<file path="src/rtl/ifmap_row_scheduler.sv">
// ifmap_row_scheduler
// Sequences IFMAP row reads for the partial-sum PEs. After start it issues
// every PE's first row, then round-robin arbitrates PE row requests, walking
// each PE's row pointer k, k+NUM_PE, k+2*NUM_PE, ... Each grant produces one
// read command held in a single-entry output register. Two timesteps are
// processed in turn, then the block parks in DONE.
//
// Ports:
//   clk, reset         clock, asynchronous active-high reset
//   start              pulse, leaves IDLE
//   req[NUM_PE]        per-PE next-row request pulses
//   ts_advance         pulse, finishes the current timestep (TS_WAIT only)
//   rd_valid/rd_ready  read command handshake
//   rd_addr            bit address of the row start
//   rd_row, rd_ts      row index and timestep of the command
//   rd_dest            NoC ID of the destination PE
//   rd_last            final row for that PE in this timestep
//   req_drop           pulse, a request came from an exhausted PE
//   done               high once both timesteps are complete
module ifmap_row_scheduler #(
    parameter int unsigned IFMAP_SIZE = 25,
    parameter int unsigned NUM_PE     = 5,
    parameter int unsigned PE_BASE_ID = 5,
    parameter int unsigned ROW_W      = 5,
    parameter int unsigned ADDR_W     = 12
) (
    input  logic              clk,
    input  logic              reset,
    input  logic              start,
    input  logic [NUM_PE-1:0] req,
    input  logic              ts_advance,
    output logic              rd_valid,
    input  logic              rd_ready,
    output logic [ADDR_W-1:0] rd_addr,
    output logic [ROW_W-1:0]  rd_row,
    output logic              rd_ts,
    output logic [3:0]        rd_dest,
    output logic              rd_last,
    output logic              req_drop,
    output logic              done
);

    localparam int unsigned IDX_W = (NUM_PE > 1) ? $clog2(NUM_PE) : 1;
    // One spare bit so the pointer can step past IFMAP_SIZE without wrapping.
    localparam int unsigned PTR_W = ROW_W + 1;

    typedef enum logic [2:0] {
        StIdle,
        StInit,
        StServe,
        StTsWait,
        StDone
    } state_e;

    state_e            state_q, state_d;
    logic              ts_q, ts_d;
    logic [PTR_W-1:0]  ptr_q [NUM_PE];
    logic [PTR_W-1:0]  ptr_d [NUM_PE];
    logic [NUM_PE-1:0] pending_q, pending_d;
    logic [IDX_W-1:0]  last_grant_q, last_grant_d;
    logic [IDX_W-1:0]  init_idx_q, init_idx_d;
    logic              req_drop_q, req_drop_d;

    logic              valid_q;
    logic [ADDR_W-1:0] addr_q;
    logic [ROW_W-1:0]  row_q;
    logic              cmd_ts_q;
    logic [3:0]        dest_q;
    logic              last_q;

    logic [NUM_PE-1:0] exhausted;
    logic              load_ok;
    logic              grant_found;
    logic [IDX_W-1:0]  grant_idx;
    logic [IDX_W-1:0]  cand_idx;
    logic              issue;
    logic [IDX_W-1:0]  issue_idx;
    logic [PTR_W-1:0]  issue_ptr;
    logic [ADDR_W-1:0] issue_addr;
    logic              issue_last;

    always_comb begin
        for (int k = 0; k < NUM_PE; k++) begin
            exhausted[k] = 32'(ptr_q[k]) >= IFMAP_SIZE;
        end
    end

    // Register is free when empty or being accepted this cycle.
    assign load_ok = !valid_q || rd_ready;

    // Round-robin search starting just after the last granted PE.
    always_comb begin
        grant_found = 1'b0;
        grant_idx   = '0;
        cand_idx    = '0;
        for (int unsigned i = 1; i <= NUM_PE; i++) begin
            cand_idx = IDX_W'((32'(last_grant_q) + i) % NUM_PE);
            if (!grant_found && pending_q[cand_idx]) begin
                grant_found = 1'b1;
                grant_idx   = cand_idx;
            end
        end
    end

    always_comb begin
        state_d      = state_q;
        ts_d         = ts_q;
        ptr_d        = ptr_q;
        pending_d    = pending_q;
        last_grant_d = last_grant_q;
        init_idx_d   = init_idx_q;
        req_drop_d   = 1'b0;
        issue        = 1'b0;
        issue_idx    = '0;

        unique case (state_q)
            StIdle: begin
                if (start) begin
                    state_d    = StInit;
                    init_idx_d = '0;
                end
            end
            StInit: begin
                if (load_ok) begin
                    issue     = 1'b1;
                    issue_idx = init_idx_q;
                    if (32'(init_idx_q) == NUM_PE - 1) begin
                        state_d = StServe;
                    end else begin
                        init_idx_d = init_idx_q + IDX_W'(1);
                    end
                end
            end
            StServe: begin
                if (load_ok && grant_found) begin
                    issue                = 1'b1;
                    issue_idx            = grant_idx;
                    pending_d[grant_idx] = 1'b0;
                end else if ((&exhausted) && (pending_q == '0) && load_ok) begin
                    state_d = StTsWait;
                end
            end
            StTsWait: begin
                if (ts_advance) begin
                    if (!ts_q) begin
                        ts_d         = 1'b1;
                        pending_d    = '0;
                        last_grant_d = IDX_W'(NUM_PE - 1);
                        init_idx_d   = '0;
                        for (int k = 0; k < NUM_PE; k++) begin
                            ptr_d[k] = PTR_W'(k);
                        end
                        state_d = StInit;
                    end else begin
                        state_d = StDone;
                    end
                end
            end
            StDone: begin
            end
            default: state_d = StIdle;
        endcase

        // Applied after the grant clear so a same-cycle request keeps pending set.
        if (state_q == StInit || state_q == StServe) begin
            pending_d  = pending_d | (req & ~exhausted);
            req_drop_d = |(req & exhausted);
        end

        if (issue) begin
            ptr_d[issue_idx] = ptr_q[issue_idx] + PTR_W'(NUM_PE);
            last_grant_d     = issue_idx;
        end
    end

    assign issue_ptr  = ptr_q[issue_idx];
    assign issue_addr = (ts_q ? ADDR_W'(IFMAP_SIZE * IFMAP_SIZE) : '0)
                      + ADDR_W'(issue_ptr) * ADDR_W'(IFMAP_SIZE);
    assign issue_last = (32'(issue_ptr) + NUM_PE) >= IFMAP_SIZE;

    always_ff @(posedge clk or posedge reset) begin
        if (reset) begin
            state_q      <= StIdle;
            ts_q         <= 1'b0;
            pending_q    <= '0;
            last_grant_q <= IDX_W'(NUM_PE - 1);
            init_idx_q   <= '0;
            req_drop_q   <= 1'b0;
            for (int k = 0; k < NUM_PE; k++) begin
                ptr_q[k] <= PTR_W'(k);
            end
            valid_q  <= 1'b0;
            addr_q   <= '0;
            row_q    <= '0;
            cmd_ts_q <= 1'b0;
            dest_q   <= '0;
            last_q   <= 1'b0;
        end else begin
            state_q      <= state_d;
            ts_q         <= ts_d;
            ptr_q        <= ptr_d;
            pending_q    <= pending_d;
            last_grant_q <= last_grant_d;
            init_idx_q   <= init_idx_d;
            req_drop_q   <= req_drop_d;
            if (issue) begin
                valid_q  <= 1'b1;
                addr_q   <= issue_addr;
                row_q    <= issue_ptr[ROW_W-1:0];
                cmd_ts_q <= ts_q;
                dest_q   <= 4'(PE_BASE_ID + 32'(issue_idx));
                last_q   <= issue_last;
            end else if (rd_ready) begin
                valid_q <= 1'b0;
            end
        end
    end

    assign rd_valid = valid_q;
    assign rd_addr  = addr_q;
    assign rd_row   = row_q;
    assign rd_ts    = cmd_ts_q;
    assign rd_dest  = dest_q;
    assign rd_last  = last_q;
    assign req_drop = req_drop_q;
    assign done     = (state_q == StDone);

endmodule

</file>
<file path="config.mk">
export PLATFORM = sky130hd
export DESIGN_NAME = ifmap_row_scheduler
export DESIGN_NICKNAME = d
export VERILOG_FILES = /design/src/rtl/ifmap_row_scheduler.sv
export SDC_FILE = /design/constraint.sdc
export NUM_CORES = 1
export LEC_CHECK = 0
export ABC_AREA = 1
export CORE_MARGIN = 4
export CORE_UTILIZATION = 61
export DETAILED_ROUTE_END_ITERATION = 7
export GPL_ROUTABILITY_DRIVEN = 0
export GPL_TIMING_DRIVEN = 0
export HOLD_SLACK_MARGIN = 0.15
export PLACE_DENSITY = 0.81
export REMOVE_ABC_BUFFERS = 1
export SETUP_SLACK_MARGIN = 0.1
export SLEW_MARGIN = 20
export SYNTH_ARGS = -nofsm -noshare
export SYNTH_HDL_FRONTEND = slang
export SYNTH_SLANG_ARGS = --single-unit
</file>
<file path="constraint.sdc">
create_clock -name clk -period 8.48 [get_ports clk]
set_clock_uncertainty 0.1 [all_clocks]
set_input_delay 2.544 -clock clk [delete_from_list [all_inputs] [get_ports clk]]
set_output_delay 2.544 -clock clk [all_outputs]
set_load 0.02 [all_outputs]
</file>
# == Word level (Yosys, flattened, before mapping) ==
# Cells that the tools add are included.
# W data, S select, Z words.
# word_totals
register_bits,70
input_bits,10
output_inout_bits,26
# op_classes
addsub,10
multipliers,1
div,5
n_lt_le_gt_ge,15
eq_ne,14
mux,65
n_bitwise,8
n_reduce_logical,28
# ops
cell,n
$mod A32 B3 Y32 const B,5
$mux W30,4
$mux W3,23
$bwmux W30,1
$ge A6 B5 Y1 const B,5
$lt A3 B4 Y1 const B,6
$mux W5,4
$bmux W6 S3,1
$demux W6 S3,1
$mux W6,3
$mux W1,16
$ne A2 B2 Y1 const B,8
$and A5 B5 Y5,3
$bmux W1 S3,5
$pmux W3 S5,1
$add A10 B11 Y12,1
$mul A6 B5 Y11 const B,1
$mux W10,1
$not A5 Y5,2
$pmux W5 S2,1
$logic_and A1 B1 Y1,9
$pmux W3 S3,1
$add A3 B2 Y4 const B,2
$add A3 B3 Y4 const B,2
31 further kinds,40

# == Depth between registers and ports, before layout ==
# Gate-level depths: netlist of the first run.
# logic_depth
ltp_word,27
mapped_depth,51

# == Worst setup path before layout of the first run ==
# OpenSTA, ideal clock, no wires.
# synth_path
kind,register to register
start,reg last_grant_q[1]
end,reg addr_q[10] (netlist: rd_addr[10])
setup_ns,0.132
arrival_ns,6.372
required_ns,8.248
path_slack_ns,1.876
stages_incl_launch_ff,50
path_buffers,0
path_cell_list,dfrtp_1 > ha_1 > inv_2 > nand2_2 > nand2_2 > ha_1 > nor2_1 > nand2_1 > nand2_1 > nand2_1 > nand2_1 > ha_1 > inv_1 > or2_2 > nand3_1 > nand2_1 > nand2_1 > nand2_1 > [... 14 more ...] > nand2_1 > inv_1 > ha_1 > xnor2_1 > ha_1 > inv_1 > fa_1 > inv_1 > ha_1 > nand3_1 > nand2_1 > a21oi_1 > o21ai_0 > and2_1 > o21ai_0 > nand2_1 > xnor2_1 > o21ai_0
# synth_between
elab_chain_cells,26
word_cells_on_any_way,49
# synth_rtl
item,line_no,text
from (decl),60,"logic [IDX_W-1:0] last_grant_q, last_grant_d;"
from (signal assigned),186,last_grant_q <= IDX_W'(NUM_PE - 1);
from (signal assigned),203,last_grant_q <= last_grant_d;
$add A3 B1 Y4,97,cand_idx = IDX_W'((32'(last_grant_q) + i) % NUM_PE);
$mod A32 B3 Y32,97,
$bmux W1 S3,98,if (!grant_found && pending_q[cand_idx]) begin
$mux W1 (not written as such),98,
$mux W1,98,
$logic_not A1 Y1,98,
$logic_and A1 B1 Y1,98,
$mux W1,98,
[... 10 more ...],n/a,
$mux W3 *,135,if (load_ok && grant_found) begin
$pmux W3 S2 *,116,unique case (state_q)
$not A3 Y4 (not written as such) *,176,assign issue_ptr = ptr_q[issue_idx];
$bmux W6 S3 *,176,
$mux W6 (not written as such) * (2 in a row),176,
named net issue_ptr[1],78,logic [PTR_W-1:0] issue_ptr;
$mul A6 B5 Y11 *,178,+ ADDR_W'(issue_ptr) * ADDR_W'(IFMAP_SIZE);
$add A10 B11 Y12 *,178,
to (signal assigned),208,addr_q <= issue_addr;
to (decl),65,logic [ADDR_W-1:0] addr_q;
# The timed path passes the listed nets; every way through them passes the cells marked *. The select of a mux whose other input is x is not followed.
# A chain may end at the register's enable or synchronous reset.

# == Worst setup path in the final report of the first run ==
# Same ends and word-level chain as after synthesis.

==> flow_metrics.py, run 1 <==
metrics = {
    "run_status": {
        "status": "completed",
    },
    "setup_path": {
        "worstPathArrival_ns": 7.86,
        "worstPathRequired_ns": 8.59,
        "critPathMaxStageDelay_ns": 0.53,
        "crit_top_cell": "nand2_1",
        "setup.worst_path.class": "reg2reg",
        "crit_end": "rd_addr[10]",
        "reg2reg_setup_slack_ns": 0.73,
        "reg2reg_to": "rd_addr[10]",
        "endpoint_kind": "flip-flop",
        "start_kind": "flip-flop",
        "crit_path_max_fanout": 18,
        "reg2reg_from": "last_grant_q[1]",
        "cp-startpoint": "last_grant_q[1]",
        "r2r_cells": 47,
        "critPathSlowestCell": "fa_1",
    },
    "die": {
        "coreArea_um2": 9370,
        "dieWidth_um": 107,
        "num_io_pins": 36,
        "initial_utilization_pct": 63.6,
        "row_count": 35,
        "die_h_um": 107,
        "die-area_um2": 11400,
    },
    "timing": {
        "slew_viol_final": 0,
        "final-setup-viol-count": 0,
        "worstMarginPinSlew_ns": 0.991,
        "hold-worst-slack_ns": 0.383,
        "tns_ns": 0,
        "slew_headroom_pct": 33.5,
        "setup_slack_ns": 0.730,
        "period_share_pct": 91.4,
        "rsz0062_at_grt": "no",
        "period_minus_slack_ns": 7.75,
        "fmax_mhz": 129,
        "finalHoldViolCount": 0,
    },
    "grt": {
        "overflow": 0,
        "grt_pass1_wl_um": 25400,
        "antenna_found_initial": 0,
        "grtUsageTotal_pct": 27.0,
        "grt_max_degree": 38,
        "grt_pass1_vias": 5577,
    },
    "yosys": {
        "synth_top_area_share_pct": 26.9,
        "netlist.top_cell.by_area": "dfrtp_1",
        "ys_top_cells_by_area": "dfrtp_1, nand2_1, ha_1",
        "synth_top_flop_cell": "dfrtp_1",
        "syn_area_um2": 5960,
        "async_reset_ff_share_pct": 100,
        "synth_sequential_area_ratio_pct": 29.5,
        "synth.avg_cell_area_um2": 7.31,
        "synth_edf_count": 0,
        "synthDistinctLibCells": 51,
        "ys_seq_elements": 70,
        "netlist_instances": 816,
        "synth_warnings": 0,
    },
    "placed_design": {
        "place_area_um2": 6410,
        "port_buffers": 35,
        "place_ws_ns": 0.214,
        "dp_hpwl_um": 11300,
    },
    "final_layout": {
        "antennaDiodeCount": 0,
        "design_area_um2": 6690,
        "area_delta_synth_final_pct": 12.1,
        "utilization_pct": 71.4,
        "drive_above_1_share_pct": 15.1,
        "final_nets": 920,
    },
    "drt": {
        "dr.pass1.iters": 5,
        "dr_total_vias": 5604,
        "postRouteAntennaNets": 0,
        "drc": 0,
        "drtIter0Drc": 397,
        "post_drt_wl_per_cell_um": 15.0,
        "vias_per_cell": 5.69,
        "wl_um": 14700,
    },
    "clock_tree": {
        "cts_buffers": 9,
        "path_clk_slew_ns": 0.09,
        "cts_tree": "yes",
        "h-tree-depth": 3,
        "ctsHoldBuffers": 0,
        "cts-root-buf": "clkbuf_8",
        "clock_sinks": 70,
        "cts_buffer_depth": 2,
        "clk_latency_ns": 0.36,
    },
    "flow_run": {
        "max-cap-violations": 0,
    },
    "power_and_ir_drop": {
        "powerDensity_nw_per_um2": 140,
        "ir_drop_mv": 0.104,
        "p_leak_nw": 3.39,
    },
    "hold_path": {
        "hp-class": "reg2reg",
    },
}
cells in the final DEF (no fill, tap or decap), types with 2 or more instances in the layout:
master	count
nand2_1	193
inv_1	106
nand3_1	87
dfrtp_1	62
o21ai_0	54
ha_1	54
nor2_1	40
nand2_2	37
clkdlybuf4s50_1	35
a21oi_1	15
inv_2	11
nor3_1	10
o21ai_2	10
nand2_4	9
clkbuf_8	9
nand3_2	8
o31ai_1	8
o211ai_1	7
o21ai_1	7
xnor2_1	6
o22ai_1	6
xor2_1	6
dfstp_2	6
nand4_1	5
o221ai_1	4
inv_4	4
nor2_2	4
a21oi_2	4
nor2_4	4
or2_2	3
nand3b_1	3
clkinv_1	3
a31oi_1	3
fa_1	3
bufinv_16	3
and2_1	2
ha_2	2
clkinv_4	2
buf_4	2
cells by family after synthesis:
kind of cell             count (synthesis)  synth area share (%)
AO/OA/AOI/OAI                          124                  12.8
AND/OR/NAND/NOR                        413                  33.8
XOR/XNOR                                12                  1.76
flip-flops                              70                  29.5
adder cells (fa/ha/maj)                 59                  12.8
buffers and inverters                  138                  9.42
cells in the mapped netlist, types with 2 or more instances:
master,count
nand2_2,36
xnor2_1,6
inv_4,2
ha_1,56
and2_1,2
dfrtp_1,64
o22ai_1,6
fa_1,3
o21ai_1,7
a31oi_1,3
clkbuf_1,9
nand2_4,9
o211ai_1,7
a21oi_2,4
inv_2,9
dfstp_2,6
inv_1,110
nand3_2,8
a21oi_1,15
o221ai_1,4
or2_2,3
o21ai_0,54
nor3_1,10
buf_6,2
nor2_4,3
xor2_1,6
nand3b_1,3
nor2_2,5
nand3_1,87
nand4_1,5
buf_4,2
nor2_1,40
o31ai_1,8
clkinv_1,3
nand2_1,194
o21ai_2,10
worst min path at each step:
stage	startpoint	end	slack, ns	depth (start not counted)
finish	rd_addr[2]	rd_addr[2]	0.38	2
global route	rd_addr[2]	rd_addr[2]	0.41	2
CTS	rd_addr[1]	rd_addr[1]	0.38	2
detailed placement	rd_addr[1]	rd_addr[1]	0.36	2
global placement	rd_addr[2]	rd_addr[2]	0.36	2
floorplan	ptr_q[12]	ptr_q[12]	0.38	1
critical path, delay by kind of cell, from the launching register on:
| family | cells | cell delay, ns |
|---|---|---|
| XOR/XNOR | 2 | 0.30 |
| flip-flops | 1 | 0.50 |
| AO/OA/AOI/OAI | 5 | 0.73 |
| adder cells (fa/ha/maj) | 7 | 2.25 |
| buffers and inverters | 7 | 0.69 |
| AND/OR/NAND/NOR | 26 | 3.00 |
stage by stage:
| stage | instances | total power, mW |
|---|---|---|
| 2_1_floorplan | 802 | 0.542 |
| 3_3_place_gp | 966 | 0.591 |
| 3_5_place_dp | 967 | 0.603 |
| 4_1_cts | 983 | 0.936 |
| 5_1_grt | 985 | 0.987 |
| 6_report | 985 | 0.936 |
layout make-up:
| cell class | instances | area (um2) |
|---|---|---|
| clock buffers | 9 | 124 |
| clock inverters | 7 | 121 |
| fillers | 773 | 2680 |
| inverters | 124 | 475 |
| multi-input cells | 608 | 3660 |
| flip-flops and latches | 70 | 1760 |
| well taps | 129 | 161 |
| repair buffers | 38 | 385 |
per-layer routing:
layer | vias to the layer above | part of all wire (%) | track usage [%]
li1 | 2744 | - | -
met1 | 2664 | 43 | 35.4
met2 | 166 | 49 | 46.5
met3 | 30 | 5.3 | 3.73
met4 | 0 | 1.8 | 7.76
met5 | - | 0 | 0
power breakdown:
group / switching (mW) / total [mW] / leakage (nW) / internal (mW)
Sequential: 0.00889 / 0.354 / 0.850 / 0.345
Clock: 0.138 / 0.334 / 0.124 / 0.197
Combinational: 0.158 / 0.247 / 2.42 / 0.0890
what timing repair did:
action                                  CTS  global route
gates resized for setup                   0            12
endpoints found under the setup margin    0             5
hold endpoints to repair                  0             0
buffers inserted                          0             2
flip-flops by register name, summed over array words and instances (netlist names):
| name | flops |
|---|---|
| rd_row | 5 |
| last_grant_q | 3 |
| rd_ts | 1 |
| ts_q | 1 |
| rd_last | 1 |
| ptr_q | 30 |
| state_q | 3 |
| rd_dest | 4 |
| pending_q | 5 |
| rd_addr | 12 |
| rd_valid | 1 |
| init_idx_q | 3 |
| req_drop | 1 |
Note: power is estimated with default switching activity, not from simulation.
==> inputs of run 2 (changes only) <==
Settings changed: ABC_AREA 1 to 0, CORE_UTILIZATION 61 to 34, PLACE_DENSITY 0.81 to not set.
==> run 2 against run 1 <==
Against the previous run:
- via count fell by 2.8%
- critical path type unchanged
- final area rose by 12%
- synthesized cell count fell by 12%
- largest cell class unchanged
- area after synthesis rose by 1.7%
==> flow_metrics.py, run 2 <==
metrics = {
    "die": {
        "die-area_um2": 20000,
        "initial_utilization_pct": 34.8,
        "die_h_um": 142,
        "num_io_pins": 36,
        "coreArea_um2": 17400,
        "row_count": 48,
        "dieWidth_um": 142,
    },
    "drt": {
        "postRouteAntennaNets": 0,
        "drc": 0,
        "dr_total_vias": 5446,
        "post_drt_wl_per_cell_um": 16.6,
        "drtIter0Drc": 321,
        "dr.pass1.iters": 5,
        "wl_um": 16300,
        "vias_per_cell": 5.53,
    },
    "timing": {
        "worstMarginPinSlew_ns": 0.991,
        "slew_viol_final": 0,
        "fmax_mhz": 126,
        "finalHoldViolCount": 0,
        "slew_headroom_pct": 33.9,
        "rsz0062_at_grt": "no",
        "final-setup-viol-count": 0,
        "period_share_pct": 93.3,
        "period_minus_slack_ns": 7.92,
        "setup_slack_ns": 0.564,
    },
    "setup_path": {
        "worstPathArrival_ns": 8.01,
        "reg2reg_setup_slack_ns": 0.56,
        "setup.worst_path.class": "reg2reg",
        "worstPathRequired_ns": 8.57,
        "start_kind": "flip-flop",
        "crit_top_cell": "inv_1",
        "critPathSlowestCell": "dfrtp_4",
        "r2r_cells": 36,
        "reg2reg_from": "last_grant_q[0]",
        "reg2reg_to": "rd_addr[10]",
        "critPathMaxStageDelay_ns": 0.54,
        "endpoint_kind": "flip-flop",
        "crit_path_max_fanout": 10,
    },
    "final_layout": {
        "regArea_um2": 1770,
        "multi_input_area_um2": 4240,
        "final_nets": 823,
        "area_delta_synth_final_pct": 23.0,
        "stdcell_count": 984,
        "final_cell_mix": "nand2_1, o21ai_0, dfrtp_1",
        "drive_above_1_share_pct": 17.0,
        "largest_reg_flops": 30,
        "regMostFlops": "ptr_q",
        "antennaDiodeCount": 0,
        "layout_commonest_cell": "nand2_1",
        "n_fill_cell": 1738,
    },
    "yosys": {
        "synth_common_cells": "nand2_1, dfrtp_1, o21ai_0, ha_1, inv_1",
        "netlist.top_cell.by_area": "dfrtp_1",
        "netlist_instances": 717,
        "synth_edf_count": 0,
        "synth.avg_cell_area_um2": 8.46,
        "ys_seq_elements": 70,
        "async_reset_ff_share_pct": 100,
        "ys_top_cells_by_area": "dfrtp_1, ha_1, o21ai_0",
        "synthDistinctLibCells": 84,
        "synth_sequential_area_ratio_pct": 29.0,
        "synth_warnings": 0,
        "synth_top_area_share_pct": 26.4,
        "synth_top_flop_cell": "dfrtp_1",
        "synth.most_common_cell": "nand2_1",
        "syn_area_um2": 6070,
    },
    "grt": {
        "grt_max_degree": 46,
        "grtUsageTotal_pct": 16.3,
        "grt_pass1_wl_um": 26500,
        "overflow": 0,
        "grt_pass1_vias": 5138,
        "antenna_found_initial": 0,
    },
    "clock_tree": {
        "cts-root-buf": "clkbuf_16",
        "cts_buffers": 9,
        "ctsHoldBuffers": 0,
        "cts_tree": "yes",
        "clk_latency_ns": 0.34,
        "h-tree-depth": 3,
        "clock_sinks": 70,
        "path_clk_slew_ns": 0.06,
        "cts_buffer_depth": 2,
    },
    "run_status": {
        "status": "completed",
    },
    "placed_design": {
        "dp.cells": 940,
        "dp_hpwl_um": 11400,
        "port_buffers": 35,
        "place_ws_ns": -2.25,
    },
    "hold_path": {
        "whs_endpoint": "rd_addr[2]",
        "worstHoldPathCells": 2,
        "hp-class": "reg2reg",
        "hold_start": "rd_addr[2]",
    },
    "flow_run": {
        "max-cap-violations": 0,
    },
}
run 2: what timing repair did:
action                                  4_1_cts  5_1_grt
endpoints found under the hold margin         0        0
setup buffers                                 3       24
cloned                                        0        1
endpoints found under the setup margin       37        5
gates resized for setup                      30       31
pin swaps                                     2       11
run 2: stage by stage:
step	setup TNS (ns)	area [um2]	hold slack, ns	util (%)
after floorplan	-1.51	5900	0.370	-
after global placement	-23.06	6530	0.357	37.5
after detailed placement	-26.37	6590	0.359	37.8
after CTS	0	7160	0.376	41.1
after global routing	0	7460	0.411	42.8
final	0	7460	0.368	42.8
run 2: final cells by class:
cell class | count | share of cell area (%)
Inverter | 49 | 2.62
Tap cell | 225 | 3.77
Multi-Input combinational cell | 560 | 56.9
Clock buffer | 10 | 3.20
Sequential cell | 70 | 23.7
Timing Repair Buffer | 64 | 8.03
Clock inverter | 6 | 1.78
run 2: how the worst max path moves through the flow:
stage / start / endpoint / depth (start not counted)
finish: last_grant_q[0] / rd_addr[10] / 36
detailed placement: last_grant_q[0] / rd_addr[10] / 34
global route: last_grant_q[0] / rd_addr[10] / 36
floorplan: last_grant_q[0] / rd_addr[10] / 33
CTS: last_grant_q[0] / rd_addr[10] / 35
global placement: last_grant_q[0] / rd_addr[10] / 34
run 2: cell families after synthesis:
| kind of cell | Yosys count | synth area share, % |
|---|---|---|
| xor gates and xnor gates | 23 | 4.00 |
| AOI/OAI and AO/OA | 222 | 25.2 |
| adders and majority gates | 59 | 12.5 |
| muxes | 20 | 3.94 |
| DFF | 70 | 29.0 |
| buffers and inverters | 88 | 5.86 |
| and+or+nand+nor | 235 | 19.4 |
run 2: critical path, delay by kind of cell (launching register included):
kind | cells | cell delay [ns]
muxes | 1 | 0.22
and+or+nand+nor | 7 | 1.38
xor gates and xnor gates | 3 | 0.54
adders and majority gates | 7 | 2.36
DFF | 1 | 0.54
AOI/OAI and AO/OA | 12 | 2.13
buffers and inverters | 6 | 0.47
run 2: per-layer routing:
| layer | vias up | share of wire [%] | routed length, um | GRT usage, % |
|---|---|---|---|---|
| li1 | 2699 | - | - | - |
| met1 | 2644 | 46 | 7580 | 21.2 |
| met2 | 92 | 50 | 8100 | 28.5 |
| met3 | 11 | 2.9 | 475 | 2.16 |
| met4 | 0 | 0.88 | 144 | 4.19 |
| met5 | - | 0 | 0 | 0 |
Power of run 2 is left out: the tool's default activity adds up to more than one toggle a clock period on the data nets, which glitch-free logic cannot reach.
==> inputs of run 3 (changes only) <==
Settings changed: CAP_MARGIN set to 40.
==> run 3 against run 2 <==
Against the previous run:
- worst setup slack got worse by 0.0082 ns
- fmax is 0.10% lower
- die area unchanged
- first-iteration DRC count decreased by 7.2%
- count of clock-buffer cells in the layout stayed put
- non-clock buffer count increased by 9
- via count about the same
- flip-flop and latch count unchanged
- sequential share of layout area down 0.11 points
- critical path depth is the same
- global-route usage about the same
- critical endpoint unchanged
==> flow_metrics.py, run 3 (synthesis gave the netlist of run 2 again) <==
metrics = {
    "final_layout": {
        "final_nets": 831,
        "utilization_pct": 43.0,
        "antennaDiodeCount": 0,
        "final_cell_mix": "nand2_1, o21ai_0, dfrtp_1",
        "drive_above_1_share_pct": 17.3,
        "regMostFlops": "ptr_q",
        "largest_reg_flops": 30,
        "design_area_um2": 7480,
        "n_fill_cell": 1727,
        "layout_commonest_cell": "nand2_1",
        "area_delta_synth_final_pct": 23.4,
    },
    "clock_tree": {
        "cts_buffer_depth": 2,
        "cts-root-buf": "clkbuf_16",
        "ctsHoldBuffers": 0,
        "h-tree-depth": 3,
        "cts_tree": "yes",
        "cts_buffers": 9,
        "clk_latency_ns": 0.34,
        "clock_sinks": 70,
        "path_clk_slew_ns": 0.06,
    },
    "timing": {
        "period_minus_slack_ns": 7.92,
        "finalHoldViolCount": 0,
        "fmax_mhz": 126,
        "slew_viol_final": 0,
        "tns_ns": 0,
        "final-setup-viol-count": 0,
        "rsz0062_at_grt": "no",
        "slew_headroom_pct": 46.7,
        "worstMarginPinSlew_ns": 0.796,
        "setup_slack_ns": 0.556,
        "period_share_pct": 93.4,
    },
    "grt": {
        "grt_busiest_layer": "met2",
        "grtUsageMet1_pct": 21.0,
        "use_met3_pct": 2.19,
        "grt_max_degree": 46,
        "grt_pass1_wl_um": 26600,
        "grt_pass1_vias": 5200,
        "overflow": 0,
        "grtUsageTotal_pct": 16.2,
        "antenna_found_initial": 0,
        "met2_usage_pct": 27.8,
    },
    "placed_design": {
        "port_buffers": 35,
        "place_area_um2": 6630,
        "dp_hpwl_um": 11700,
        "place_ws_ns": -1.59,
    },
    "die": {
        "die_h_um": 142,
        "die-area_um2": 20000,
        "coreArea_um2": 17400,
        "dieWidth_um": 142,
        "initial_utilization_pct": 34.8,
        "num_io_pins": 36,
        "row_count": 48,
    },
    "setup_path": {
        "critPathSlowestCell": "fa_1",
        "crit_path_max_fanout": 16,
        "endpoint_kind": "flip-flop",
        "setup.worst_path.class": "reg2reg",
        "worstPathArrival_ns": 8.02,
        "path_delay_family": "adder cells",
        "worstPathRequired_ns": 8.58,
        "critPathMaxStageDelay_ns": 0.55,
        "start_kind": "flip-flop",
        "cp.buffers_inverters": 6,
    },
    "hold_path": {
        "hp-class": "reg2reg",
    },
    "drt": {
        "dr_total_vias": 5444,
        "drc": 0,
        "wl_um": 16200,
        "drtIter0Drc": 298,
        "post_drt_wl_per_cell_um": 16.4,
        "vias_per_cell": 5.49,
        "postRouteAntennaNets": 0,
        "dr.pass1.iters": 4,
    },
    "flow_run": {
        "max-cap-violations": 0,
    },
    "run_status": {
        "status": "completed",
    },
}
-- run 3: worst paths after layout --
| path | startpoint | end | slack [ns] | depth (start not counted) |
|---|---|---|---|---|
| hold reg to reg | rd_addr[2] | rd_addr[2] | 0.37 | 2 |
| hold / removal | rd_addr[2] | rd_addr[2] | 0.37 | 2 |
| setup / recovery | last_grant_q[0] | rd_addr[10] | 0.56 | 36 |
| max in group asynchronous | reset | ptr_q[2] | 5.24 | 3 |
| setup reg to reg | last_grant_q[0] | rd_addr[10] | 0.56 | 36 |
| min in group asynchronous | reset | last_grant_q[1] | 2.44 | 2 |
-- run 3: metal layers --
layer | wire length [um] | share of wire, % | up-vias
met5 | 0 | 0 | -
met1 | 7410 | 46 | 2595
met4 | 351 | 2.2 | 0
met3 | 608 | 3.7 | 27
met2 | 7870 | 48 | 99
li1 | - | - | 2723
-- run 3: through the flow --
stage               cells  hold WS, ns
floorplan             678        0.370
global placement      938        0.357
detailed placement    943        0.359
CTS                   961        0.376
global route          992        0.410
finish                992        0.368
-- run 3: tightest hold or removal path, stage by stage (launching register included) --
cell,delay [ns]
dfrtp_1,0.34
nand2_1,0.05
nand2_1,0.05
-- run 3: layout make-up --
type | instances | area, um2 | area share, %
multi-input cells | 559 | 4220 | 56.4
clock buffers | 10 | 239 | 3.19
clock inverters | 6 | 85.1 | 1.14
inverters | 49 | 199 | 2.66
well taps | 225 | 282 | 3.76
flip-flops and latches | 70 | 1770 | 23.6
repair buffers | 73 | 696 | 9.30
-- run 3: timing repair --
item	CTS	global route
setup endpoints to repair	24	5
resized for setup	30	25
buffers inserted	2	30
pin swaps	0	14
Power of run 3 is left out for the same reason.
